`config.mk`:
```
export PLATFORM = sky130hd
export DESIGN_NAME = cache_array_ctrl
export DESIGN_NICKNAME = d
export VERILOG_FILES = /design/src/rtl/cache_array_ctrl.sv
export SDC_FILE = /design/constraint.sdc
export NUM_CORES = 1
export LEC_CHECK = 0
export ABC_CLOCK_PERIOD_IN_PS = 1700
export CAP_MARGIN = 15
export CORE_MARGIN = 8
export CORE_UTILIZATION = 50
export DETAILED_ROUTE_END_ITERATION = 6
export DONT_BUFFER_PORTS = 1
export PLACE_DENSITY = 0.61
export SETUP_SLACK_MARGIN = 0.5
export SLEW_MARGIN = 20
export SYNTH_ARGS = -nofsm -noshare
export SYNTH_HDL_FRONTEND = slang
export SYNTH_SLANG_ARGS = --single-unit
```
`constraint.sdc`:
```
create_clock -name clk -period 1.7 [get_ports clk]
set_input_delay 0.255 -clock clk [delete_from_list [all_inputs] [get_ports clk]]
set_output_delay 0.255 -clock clk [all_outputs]
set_load 0.005 [all_outputs]
```
`src/rtl/cache_array_ctrl.sv`:
```
// Control FSM for a direct-mapped write-back cache: hit, dirty-victim writeback and line fill.
// Define CACHE_PERF_CNT_EN to build saturating hit/miss counters; otherwise both read 0.
module cache_array_ctrl #(
  parameter int s_index   = 3,
  parameter int cnt_width = 32
) (
  input  logic                 clk,
  input  logic                 rst,
  input  logic                 mem_read,
  input  logic                 mem_write,
  input  logic [s_index-1:0]   mem_index,
  output logic                 mem_resp,
  input  logic                 hit,
  input  logic                 valid_out,
  input  logic                 dirty_out,
  output logic                 pmem_read,
  output logic                 pmem_write,
  input  logic                 pmem_resp,
  output logic [s_index-1:0]   arr_rindex,
  output logic [s_index-1:0]   arr_windex,
  output logic                 tag_load,
  output logic                 valid_load,
  output logic                 valid_in,
  output logic                 dirty_load,
  output logic                 dirty_in,
  output logic                 data_load,
  output logic                 data_sel,
  output logic                 pmem_addr_sel,
  output logic [cnt_width-1:0] hit_count,
  output logic [cnt_width-1:0] miss_count
);

  // state     | meaning
  // IDLE      | no access in progress
  // CHECK     | array outputs settled; resolve hit / miss
  // WRITEBACK | dirty victim line being written to pmem
  // FILL      | line being read from pmem into the arrays
  typedef enum logic [1:0] {
    IDLE      = 2'd0,
    CHECK     = 2'd1,
    WRITEBACK = 2'd2,
    FILL      = 2'd3
  } state_t;

  state_t state, state_nxt;
  logic   req;

  assign req        = mem_read | mem_write;
  assign arr_rindex = mem_index;
  assign arr_windex = mem_index;

  always_ff @(posedge clk or posedge rst) begin
    if (rst) state <= IDLE;
    else     state <= state_nxt;
  end

  always_comb begin
    state_nxt     = state;
    mem_resp      = 1'b0;
    pmem_read     = 1'b0;
    pmem_write    = 1'b0;
    tag_load      = 1'b0;
    valid_load    = 1'b0;
    valid_in      = 1'b0;
    dirty_load    = 1'b0;
    dirty_in      = 1'b0;
    data_load     = 1'b0;
    data_sel      = 1'b0;
    pmem_addr_sel = 1'b0;
    case (state)
      IDLE: begin
        if (req) state_nxt = CHECK;
      end
      CHECK: begin
        if (!req) begin
          state_nxt = IDLE;
        end else if (hit) begin
          mem_resp  = 1'b1;
          state_nxt = IDLE;
          if (mem_write) begin
            data_load  = 1'b1;
            dirty_load = 1'b1;
            dirty_in   = 1'b1;
          end
        end else if (valid_out && dirty_out) begin
          state_nxt = WRITEBACK;
        end else begin
          state_nxt = FILL;
        end
      end
      WRITEBACK: begin
        pmem_write    = 1'b1;
        pmem_addr_sel = 1'b1;
        if (pmem_resp) begin
          dirty_load = 1'b1;
          state_nxt  = FILL;
        end
      end
      FILL: begin
        pmem_read = 1'b1;
        if (pmem_resp) begin
          data_load  = 1'b1;
          data_sel   = 1'b1;
          tag_load   = 1'b1;
          valid_load = 1'b1;
          valid_in   = 1'b1;
          dirty_load = 1'b1;
          state_nxt  = CHECK;
        end
      end
      default: state_nxt = IDLE;
    endcase
  end

`ifdef CACHE_PERF_CNT_EN
  localparam logic [cnt_width-1:0] cnt_one = {{(cnt_width-1){1'b0}}, 1'b1};

  // The CHECK revisit after a fill completes a miss, so it must not count as a hit.
  logic from_fill;
  logic hit_inc;
  logic miss_inc;

  assign hit_inc  = (state == CHECK) && mem_resp && !from_fill;
  assign miss_inc = (state == CHECK) && ((state_nxt == WRITEBACK) || (state_nxt == FILL));

  always_ff @(posedge clk or posedge rst) begin
    if (rst) begin
      from_fill  <= 1'b0;
      hit_count  <= '0;
      miss_count <= '0;
    end else begin
      from_fill <= (state == FILL);
      if (hit_inc && (hit_count != '1))   hit_count  <= hit_count + cnt_one;
      if (miss_inc && (miss_count != '1)) miss_count <= miss_count + cnt_one;
    end
  end
`else
  assign hit_count  = '0;
  assign miss_count = '0;
`endif

endmodule

```
**Yosys cells after proc, flatten, opt, wreduce, memory -nomap -nowiden**

Index checks and enable logic that the tools add are counted.

- Output and inout port bits: 81
- Register bits: 2
- Logic and storage cells: 32

- Eq/ne operators: 6
- Bitwise operators: 1
- Multiplexer cells: 20
- Reduce and logical (&&, ||, !) cells: 4

Operators with widths:

| kind | count |
|---|---|
| $mux W1 | 12 |
| $mux W2 | 5 |
| $pmux W2 S4 | 1 |
| $ne A2 B2 Y1 const B | 3 |
| $eq A2 B2 Y1 const B | 2 |
| $pmux W1 S2 | 2 |
| $reduce_and A3 Y1 | 1 |
| $eq A2 B1 Y1 const B | 1 |
| $logic_not A2 Y1 | 1 |
| $reduce_or A2 Y1 | 1 |
| $logic_and A1 B1 Y1 | 1 |
| $or A1 B1 Y1 | 1 |

**Logic depth before layout (Yosys ltp)**

- Word-level depth: 5
- Depth in mapped cells: 5
- Mapped depth without buffers: 5

**Least setup slack after synthesis**

No wires, ideal clock.

- Path type: flip-flop to flip-flop
- Start: register state[0]
- End: register state[1]
- Required time: 1.608 ns
- Library setup time: 0.092 ns
- Stages on the path, launching flop included: 6
- Arrival: 1.298 ns
- Path slack: 0.310 ns
- Cell sequence: dfrtp_1 -> inv_1 -> ha_1 -> o21ba_1 -> or2_1 -> o31ai_2

- Cells in the longest elaborated chain, start to end: 3
- Elaborated cells between the ends (all ways): 9

Ends and longest elaborated chain:

| what | line | text |
|---|---|---|
| from (decl) | 45 | `state_t state, state_nxt;` |
| from (signal assigned) | 54 | `else state <= state_nxt;` |
| $eq A2 B2 Y1 or $logic_not A2 Y1 (tied branches) | 70 | `case (state)` |
| $ne A2 B2 Y1 (no source line) | -- |  |
| $reduce_and A3 Y1 (no source line) | -- |  |

Several ways; a longest one is shown, not always the timed one.
A chain may end at the register's enable or synchronous reset.

**Worst setup path in the final report**

- Start: register state[1]
- End: output dirty_load

- Cells in the longest elaborated chain, start to end: 3
- Elaborated cells between the ends (all ways): 5

Ends and longest elaborated chain:

| what | line | text |
|---|---|---|
| $eq A2 B2 Y1 | 70 |  |
| $reduce_or A2 Y1 (no source line) | -- |  |
| $pmux W1 S2 * | 70 |  |
| to (decl) | 24 | `output logic dirty_load,` |

Every way passes the cells marked *; elsewhere a longest branch is shown, timed or not.

==> impl_results.md <==
* Post-synth EDFFs at 0
* Max-cap violations at 0
* Ant diodes at 0
* Max Root-Sink Buffers at 2
* Routed vias at 402
* Setup crit start kind: flip-flop
* Port bufs at 0
* Hold Fails Final Rpt at 0
* Routed WL at 1440 um
* Setup TNS at 0 ps
* Final setup viols at 0
* Initial antenna violation count at 0
* Arrival @ worst endpoint at 1180 ps
* Outcome: complete, no violations
* # IOs at 92
* YS warnings at 0
* Sink Count at 2
* Site row count at 14
* Vias in the first global route at 482
* Total CTS buffers at 3
* Clock transition at path regs at 30 ps
* Unrepaired setup endpoints after global routing: yes
* Non-Filler Instances at 116
* Maximum fanout along the worst path at 4
* DIE AREA at 0.00312 mm^2
* Clk root buf: clkbuf_4
* Final worst path period share at 0.841
* Chip height at between 50 and 60 um
* Initial Util at 0.528
* Gr usage total at 0.0834
* CTS tree: done
* Async set-or-reset flop fraction in the synthesized netlist at 1.00
* Worst Path Class, Setup: reg -> out
* Max Slew Vio Count at 0
* H-tree levels at 1
* Clk_lat worst skew at 220 ps
* Power Density at 1060 mW/mm^2
* Synth Flop Type: dfrtp_1
* Most frequent cells in the layout: 64 x conb_1, 4 x inv_1, 3 x ha_4, 3 x clkbuf_4
* Worst path cell trace: inv_4 -> ha_4 -> nand3_4 -> a21oi_2
* DIE WIDTH at roughly 56 um
* Worst vdd ir at 0.328 mV
* Seq/Total Area, Yosys at 0.0629
* Pre-Repair DR Iteration Count at 1
* Req. time, crit path at 1440 ps
* Worst Hold Class: in -> async
* HPWL after detailed placement at 1220 um
* Slowest cell on crit path: dfrtp_2
* Drt via density at ~3.5
* Minimum clock period at 1430 ps
* Mapped Area at 796 um^2
* Pre-CTS setup slack at 276 ps
* Layout cells sized above 1 at 0.230
* Placed cell count at 110
* Biggest register: state
* Distinct cells, synth at 20
* Count of nets after finishing at ~120
* Worst setup margin at 270 ps
* Leakage at 0.373 nW
* First-pass GRT wire length at 2200 um
* Drt wl/cell at ~12 um
* Max FFs per register at 2
* Post-route DRC at 0
* Fmax at 699 MHz
* GRT overflow at 0
* Biggest regs: state x2
* CP endpoint kind: output port
* Syn Inst Count at 104
* Pin count of the biggest net entering global routing at 7
* Detail Route Antenna Nets at 0
* Syn Area/Cell at 7.65 um^2
* Core Footprint at 0.00151 mm^2
* Synth-to-Final Area Change at -18.7%
* Yosys reg bits at 2
* DRT iter0 DRCs at 0
* Routability Congestion at between 0.7 and 0.8
* Commonest non-fill, non-tap cell in the layout: conb_1
* Max incr delay on CP at 460 ps
* Clock skew at about 1.5 ps
per-layer routing:
layer | wire length [um] | share of wire | track usage
met2 | 831 | 0.58 | 0.160
met4 | 4 | 0.0028 | 0.0447
met5 | 0 | 0 | 0
met3 | 255 | 0.18 | 0.0685
met1 | 348 | 0.24 | 0.0505
critical path: cells and delay by family, from the launching register on:
family,cells,cell delay (ps)
AO/OA/AOI/OAI,1,160
adder cells (fa/ha/maj),1,150
buffers and inverters,1,90
flip-flops,1,460
AND/OR/NAND/NOR,1,90
final timing paths:
| check | startpoint | endpoint | slack [ps] | cells after the start |
|---|---|---|---|---|
| setup / recovery | state[1]$_DFFE_PP0P_ | dirty_load | 270 | 4 |
| hold / removal | rst | state[1]$_DFFE_PP0P_ | 330 | 2 |
| setup reg to reg | state[1]$_DFFE_PP0P_ | state[1]$_DFFE_PP0P_ | 290 | 4 |
| hold reg to reg | state[1]$_DFFE_PP0P_ | state[1]$_DFFE_PP0P_ | 680 | 2 |
| max in group asynchronous | rst | state[0]$_DFFE_PP0P_ | 1240 | 2 |
| min in group clk | mem_read | state[1]$_DFFE_PP0P_ | 350 | 3 |
Yosys cell counts (2+ instances only):
library cell,count,share of area
buf_4,74,0.70
inv_1,6,0.028
ha_1,4,0.063
a21oi_1,2,0.013
dfrtp_1,2,0.063
o21ai_0,2,0.013
power breakdown:
group / internal, W / switching [W]
registers: 0.0000764 / 0.0000435
clock network: 0.0000779 / 0.0000272
logic: 0.000226 / 0.000237
through the flow:
| stage | area [um^2] | power (W) | hold WS, ps | utilization |
|---|---|---|---|---|
| final | 647 | 0.000688 | 329 | 0.429 |
| after global routing | 647 | 0.000748 | 338 | 0.429 |
| after CTS | 636 | 0.000655 | 318 | 0.422 |
| after detailed placement | 519 | 0.000403 | 9.01 | 0.345 |
| after global placement | 519 | 0.000398 | 2.90 | 0.345 |
| after floorplan | 1050 | 0.000484 | -3.82 | - |
layout make-up:
type	count	area [um^2]
Timing Repair Buffer	4	36.3
Sequential cell	2	52.6
Clock buffer	3	22.5
Tap cell	16	20.0
Inverter	6	25.0
Multi-Input combinational cell	85	490
Fill cell	157	860
repair_timing:
item | in CTS | in global routing
setup endpoints to repair | 10 | 12
pin swaps | 4 | 3
cloned | 0 | 0
resized for setup | 17 | 3
hold buffers | 1 | 0
setup buffers | 2 | 0
endpoints found under the hold margin | 2 | 0
cells by family after synthesis:
kind of cell | Yosys count | share of synthesized area
other | 1 | 0.00471
flip-flops | 2 | 0.0629
AND/OR/NAND/NOR | 9 | 0.0676
AO/OA/AOI/OAI | 8 | 0.0755
adder cells (fa/ha/maj) | 4 | 0.0629
buffers and inverters | 80 | 0.726
(Power assumes the default switching activity.)
